## src/rtl/bp_pkg.sv

```systemverilog
// Shared types, counter encodings and PC slicing helpers for the branch predictor.
// Optional gshare indexing is selected with the BP_GSHARE_EN macro.
package bp_pkg;

    localparam int BP_DATA_W = 64;
    localparam int BP_TAG_W  = 8;

    localparam logic [1:0] SNT = 2'b00;
    localparam logic [1:0] WNT = 2'b01;
    localparam logic [1:0] WT  = 2'b10;
    localparam logic [1:0] ST  = 2'b11;

    typedef struct packed {
        logic                 valid;
        logic                 is_jump;
        logic [BP_TAG_W-1:0]  tag;
        logic [BP_DATA_W-1:0] target;
    } btb_entry_t;

    // Word index of a PC, masked to idx_w bits (byte offset dropped).
    function automatic logic [31:0] pc_index(input logic [BP_DATA_W-1:0] pc,
                                             input int unsigned       idx_w);
        logic [BP_DATA_W-1:0] mask_v;
        mask_v = ~({BP_DATA_W{1'b1}} << idx_w);
        return 32'((pc >> 32'd2) & mask_v);
    endfunction

    // Tag bits sitting directly above a bidx_w-bit word index.
    function automatic logic [BP_TAG_W-1:0] pc_tag(input logic [BP_DATA_W-1:0] pc,
                                                   input int unsigned       bidx_w);
        return BP_TAG_W'(pc >> (bidx_w + 32'd2));
    endfunction

endpackage

```

## src/rtl/bp_sat_counter.sv

```systemverilog
// Next-state logic of a 2-bit saturating direction counter.
module bp_sat_counter
    import bp_pkg::*;
(
    input  logic [1:0] cur,
    input  logic       taken,
    output logic [1:0] nxt
);

    // Step towards the observed outcome, holding at either extreme
    always_comb begin
        nxt = cur;
        case (cur)
            SNT:     nxt = taken ? WNT : SNT;
            WNT:     nxt = taken ? WT  : SNT;
            WT:      nxt = taken ? ST  : WNT;
            ST:      nxt = taken ? ST  : WT;
            default: nxt = WNT;
        endcase
    end

endmodule

```

## src/rtl/branch_predictor_unit.sv

```systemverilog
// Dynamic branch predictor: 2-bit BHT plus direct-mapped BTB with misprediction counter.
// Define BP_GSHARE_EN to XOR a global history register into the BHT index.
module branch_predictor_unit
    import bp_pkg::*;
#(
    parameter int DATA_W      = BP_DATA_W,
    parameter int BHT_ENTRIES = 64,
    parameter int BTB_ENTRIES = 16,
    parameter int TAG_W       = BP_TAG_W,
    parameter int GHR_W       = 6
) (
    input  logic              clk,
    input  logic              arst_n,
    input  logic              en,
    input  logic [DATA_W-1:0] lookup_pc,
    output logic              pred_taken,
    output logic [DATA_W-1:0] pred_target,
    output logic              btb_hit,
    input  logic              upd_valid,
    input  logic [DATA_W-1:0] upd_pc,
    input  logic              upd_is_jump,
    input  logic              upd_taken,
    input  logic [DATA_W-1:0] upd_target,
    input  logic              upd_pred_taken,
    input  logic [DATA_W-1:0] upd_pred_target,
    output logic              mispredict,
    output logic [31:0]       mispred_cnt
);

    localparam int IDX_W  = $clog2(BHT_ENTRIES);
    localparam int BIDX_W = $clog2(BTB_ENTRIES);

    logic [1:0]        ctr_r [BHT_ENTRIES];
    btb_entry_t        btb_r [BTB_ENTRIES];
    logic [31:0]       mispred_cnt_r;

    logic [IDX_W-1:0]  lk_bht_idx_s;
    logic [IDX_W-1:0]  upd_bht_idx_s;
    logic [BIDX_W-1:0] lk_btb_idx_s;
    logic [BIDX_W-1:0] upd_btb_idx_s;
    btb_entry_t        lk_entry_s;
    btb_entry_t        upd_entry_s;
    logic [1:0]        ctr_nxt_s;
    logic              taken_eff_s;

`ifdef BP_GSHARE_EN
    logic [GHR_W-1:0]  ghr_r;
`else
    logic              unused_cfg_s;
    assign unused_cfg_s = ^(32'(GHR_W));
`endif

    // Table indices for the fetch and resolve ports
    always_comb begin
        lk_bht_idx_s  = IDX_W'(pc_index(lookup_pc, IDX_W));
        upd_bht_idx_s = IDX_W'(pc_index(upd_pc, IDX_W));
`ifdef BP_GSHARE_EN
        lk_bht_idx_s  = lk_bht_idx_s ^ IDX_W'(ghr_r);
        upd_bht_idx_s = upd_bht_idx_s ^ IDX_W'(ghr_r);
`endif
        lk_btb_idx_s  = BIDX_W'(pc_index(lookup_pc, BIDX_W));
        upd_btb_idx_s = BIDX_W'(pc_index(upd_pc, BIDX_W));
    end

    // Zero-latency lookup straight from the state registers, no update bypass
    always_comb begin
        lk_entry_s = btb_r[lk_btb_idx_s];
        btb_hit    = lk_entry_s.valid && (lk_entry_s.tag == pc_tag(lookup_pc, BIDX_W));
        pred_taken = btb_hit && (lk_entry_s.is_jump || ctr_r[lk_bht_idx_s][1]);
        if (pred_taken) begin
            pred_target = lk_entry_s.target;
        end else begin
            pred_target = lookup_pc + DATA_W'(4);
        end
    end

    // Resolution check: jumps always count as taken
    always_comb begin
        taken_eff_s = upd_is_jump || upd_taken;
        mispredict  = upd_valid &&
                      ((upd_pred_taken != taken_eff_s) ||
                       (taken_eff_s && (upd_pred_target != upd_target)));
        upd_entry_s = '{valid: 1'b1, is_jump: upd_is_jump,
                        tag: pc_tag(upd_pc, BIDX_W), target: upd_target};
    end

    bp_sat_counter u_sat_counter (
        .cur   (ctr_r[upd_bht_idx_s]),
        .taken (upd_taken),
        .nxt   (ctr_nxt_s)
    );

    // Counter and BTB writeback; not-taken branches never allocate
    always_ff @(posedge clk or negedge arst_n) begin
        if (!arst_n) begin
            for (int i = 0; i < BHT_ENTRIES; i++) begin
                ctr_r[i] <= WNT;
            end
            for (int i = 0; i < BTB_ENTRIES; i++) begin
                btb_r[i] <= '0;
            end
        end else if (en && upd_valid) begin
            if (upd_is_jump) begin
                btb_r[upd_btb_idx_s] <= upd_entry_s;
            end else begin
                ctr_r[upd_bht_idx_s] <= ctr_nxt_s;
                if (upd_taken) begin
                    btb_r[upd_btb_idx_s] <= upd_entry_s;
                end
            end
        end
    end

`ifdef BP_GSHARE_EN
    // Global history shifts only on conditional outcomes
    always_ff @(posedge clk or negedge arst_n) begin
        if (!arst_n) begin
            ghr_r <= '0;
        end else if (en && upd_valid && !upd_is_jump) begin
            ghr_r <= {ghr_r[GHR_W-2:0], upd_taken};
        end
    end
`endif

    // Saturating misprediction counter
    always_ff @(posedge clk or negedge arst_n) begin
        if (!arst_n) begin
            mispred_cnt_r <= 32'd0;
        end else if (en && mispredict && (mispred_cnt_r != 32'hFFFF_FFFF)) begin
            mispred_cnt_r <= mispred_cnt_r + 32'd1;
        end
    end

    assign mispred_cnt = mispred_cnt_r;

endmodule

```

## config.mk

```make
export PLATFORM = sky130hd
export DESIGN_NAME = branch_predictor_unit
export DESIGN_NICKNAME = d
export VERILOG_FILES = /design/src/rtl/bp_pkg.sv /design/src/rtl/bp_sat_counter.sv /design/src/rtl/branch_predictor_unit.sv
export SDC_FILE = /design/constraint.sdc
export NUM_CORES = 2
export LEC_CHECK = 0
export ABC_AREA = 1
export CELL_PAD_IN_SITES_DETAIL_PLACEMENT = 0
export CELL_PAD_IN_SITES_GLOBAL_PLACEMENT = 2
export CORE_ASPECT_RATIO = 2
export CORE_MARGIN = 10
export CORE_UTILIZATION = 36
export CTS_CLUSTER_DIAMETER = 60
export CTS_CLUSTER_SIZE = 25
export DETAILED_ROUTE_END_ITERATION = 7
export PLACE_DENSITY_LB_ADDON = 0.1
export SLEW_MARGIN = 20
export SYNTH_ARGS = -nofsm -noshare
export SYNTH_HDL_FRONTEND = slang
export SYNTH_HIERARCHICAL = 1
export SYNTH_SLANG_ARGS = --single-unit
```

## constraint.sdc

```tcl
create_clock -name clk -period 2.9 [get_ports clk]
set_input_delay 0.435 -clock clk [delete_from_list [all_inputs] [get_ports clk]]
set_output_delay 0.435 -clock clk [all_outputs]
set_load 0.01 [all_outputs]
```

==> run_results.csv <==
group,metric,value,unit
power_and_ir_drop,irDropWorstVdd,0.521,mV
critical_path,crit_path_cell_trace,"nor2_1 -> nor2_1 -> o21ai_1 -> nand3_2 -> nand3_2 -> buf_6 -> nand2_2 -> nand2_2 -> nand2_2 -> nor2_2 -> nand2_2 -> nor2_4 -> buf_12 -> nand3_4 -> buf_12 -> nand2_4 -> nand2_4 -> buf_6",
grt,track_usage,28.6,%
clock_tree,clk_pin_slew,0.10,ns
clock_tree,clockBufferDepth,3,
routing,vias,60040,
layout,fin_nets,8884,
clock_tree,htreeDepth,3,
clock_tree,clk_latency,0.73,ns
sta,worst_pin_slew,0.858,ns
logic_synthesis,ys_seq_area_share,52.7,%
routing,viasPerCell,5.46,
logic_synthesis,ys_types,43,
layout,final_core_util,45.8,%
logic_synthesis,syn_avg_cell_area,8.01,µm²
sta,finClkSkew,0.0457,ns
placed_design,io_buffer_count,309,
critical_path,crit_start,"btb_r[1174]",
logic_synthesis,synth_cells,7988,
sta,max_slew_margin,42.8,%
sta,fin_crit,3.56,ns
floorplanning,io_pins,362,
power_and_ir_drop,p_clk_share,31.6,%
critical_path,required,2.47,ns
power_and_ir_drop,p_leak,36.9,nW
layout,drive_above_1_share,15.7,%
logic_synthesis,ys_async_sr_fraction,100,%
floorplanning,die_w,318,µm
critical_path,worstPathMaxFanout,7,
logic_synthesis,synth_ff_type,"dfrtp_1",
grt,grt_pass1_vias,59211,
floorplanning,initial_core_util,36.3,%
power_and_ir_drop,sequentialPowerShare,49.8,%
power_and_ir_drop,switching_share,31.4,%
layout,area_growth,26.2,%
sta,finalSetupViolations,66,
sta,final.setup.tns,-38.52,ns
power_and_ir_drop,combinationalPowerShare,18.6,%
logic_synthesis,synthTopCellsByCount,"2168 x nand2_1, 1871 x o21ai_0, 1280 x dfrtp_1, 718 x nor2_1, 535 x clkbuf_1",
floorplanning,core_area,176000,µm²
power_and_ir_drop,finalPower,46.2,mW
routing,drt_pre_antenna_iters,6,
critical_path,crit_family,"simple AND/OR/NAND/NOR gates",
critical_path,rr_endpoint,"ctr_r[97]",
grt,gr-total-overflow,0,
sta,hold_ws,0.185,ns
power_and_ir_drop,power-per-cell-area,572,nW/µm²
critical_path,reg2reg_depth,15,
placed_design,hpwl,202000,µm
logic_synthesis,synth-seq-cells,1344,
clock_tree,cts_tree,"yes",
sta,rsz0062_at_grt,"true",
logic_synthesis,syn_nets,8253,
critical_path,crit_arrival,3.13,ns
status,status,"finished with violations",
critical_path,timing.rr.start,"ctr_r[31]",
clock_tree,cts_sinks,1344,
routing,drc,0,
critical_path,r2r_setup_slack,0.31,ns
critical_path,path_buf_inv,4,
critical_path,critPathCapture,"pred_target[47]",
logic_synthesis,synth_edf_count,0,
routing,detail_route.wirelength,289000,µm
sta,fin_ws,-0.662,ns
floorplanning,fp-row-count,218,
power_and_ir_drop,internal-power,31.7,mW
routing,detail_route.iter0.violations,5142,
sta,fin_crit_sh,123,%
clock_tree,cts_buffers,87,
logic_synthesis,ys_warn_count,6,
critical_path,max_stage_delay,0.39,ns
critical_path,crit_top_cell,"nand2_2",
routing,postRouteAntennaNets,0,
critical_path,worst-path-stages,18,
job,cap_violations,0,
grt,grt_max_degree,132,
logic_synthesis,synth_most_common_cell,"nand2_1",
routing,wire_per_inst,26.3,µm
floorplanning,die-height,616,µm
placed_design,dp_slack,-1.40,ns
status,violations,"negative setup slack",
sta,fmaxAchievable,281,MHz
floorplanning,die-area,196000,µm²
sta,maxSlewViolCount,0,
critical_path,critPathSlowestCell,"dfrtp_1",
logic_synthesis,synth_area_leaders,"dfrtp_1 50%, o21ai_0 15%, nand2_1 13%, nor2_1 4.2%, clkbuf_1 3.1%",
critical_path,end_kind,"output pin",
placed_design,place_congestion,0.981,
logic_synthesis,synth_area,64000,µm²
critical_path,worstSetupStartpointType,"flip-flop",
grt,grt_pass1_wl,420000,µm
logic_synthesis,synth_top_area_share,50.0,%
critical_path,criticalPathCategory,"reg2out",
logic_synthesis,synth_area_leader_cell,"dfrtp_1",
grt,antenna_found_initial,17,
hold_path,hold_path_class,"in2reg",
sta,final_hold_viol_count,0,
power_and_ir_drop,switchingPower,14.5,mW
clock_tree,cts-root-buf,"clkbuf_16",
## cell type report
class                   instances  area (µm²)
multi-input cells            5726       27500
clock buffers                  93        2290
fillers                     17685       95700
inverters                     280        1100
flip-flops and latches       1344       33700
repair buffers               1180       12400
diodes                          8        20.0
clock inverters                63         890
well taps                    2310        2890
## cell usage in the layout, fill, tap and decap left out, drive strengths merged, types with 74 or more instances in the layout
master / count
nor2: 724
clkbuf: 104
xor2: 74
inv: 308
nand2: 2170
o221ai: 101
nand4: 111
buf: 933
dfrtp: 1280
clkdlybuf4s50: 227
o22ai: 162
o21ai: 1877
nand3: 220
## worst min-delay path by stage
| stage | startpoint | end | slack, ns | cells past startpoint |
|---|---|---|---|---|
| floorplan | arst_n | btb_r[0] | 0.14 | 0 |
| global placement | arst_n | btb_r[949] | 0.36 | 1 |
| detailed placement | arst_n | btb_r[199] | 0.37 | 1 |
| CTS | arst_n | btb_r[199] | 0.24 | 2 |
| global route | upd_target[27] | btb_r[397] | 0.17 | 3 |
| finish | upd_target[27] | btb_r[397] | 0.18 | 3 |
## flip-flops by register name (all words and copies together) (netlist names)
name,cells
ctr_r,128
btb_r,1184
mispred_cnt,32
## power by group through the flow
stage | Sequential, mW | Combinational, mW | Clock [mW]
after floorplan | 23.0 | 4.40 | 0
after global placement | 23.3 | 8.34 | 0
after detailed placement | 23.4 | 8.45 | 0
after CTS | 23.0 | 8.55 | 15.0
after global routing | 23.4 | 9.66 | 15.6
final | 23.0 | 8.61 | 14.6
## kinds of logic (layout without fill, tap and decap cells)
logic type      Yosys count  in the layout  synth area share [%]
xor+xnor                125            125                  1.71
other cells               0              8                     0
flops                  1344           1344                  52.7
simple gates           3318           3318                  20.7
buf+inv                 918           1616                  5.73
compound gates         2281           2281                  19.2
fa+ha+maj                 2              2                0.0391
## through the flow
step / instances / cell area [µm²]
2_1_floorplan: 7988 / 64000
3_3_place_gp: 10802 / 76200
3_5_place_dp: 10802 / 76200
4_1_cts: 10976 / 79900
5_1_grt: 10998 / 80800
6_report: 11004 / 80800
## worst min-delay path: cells and delay by family
family,cells,cell delay (ns)
AO/OA/AOI/OAI,1,0.11
buffers and inverters,2,0.32
## metal layers
layer / up-vias / routed length, µm / track usage [%]
met4: 20 / 14700 / 12.7
met3: 391 / 16600 / 4.31
met2: 1871 / 142000 / 49.2
li1: 27908 / - / -
met1: 29850 / 116000 / 35.0
met5: - / 126 / 0
## timing repair
item                                    CTS  global route
pin swaps                                36            46
endpoints found under the setup margin   67           182
buffers inserted                         18            13
hold endpoints to repair                 72             0
resized for setup                       404           203
gates cloned                              2             8
hold buffers                              1             0
Power figures use the tool's default switching activity.
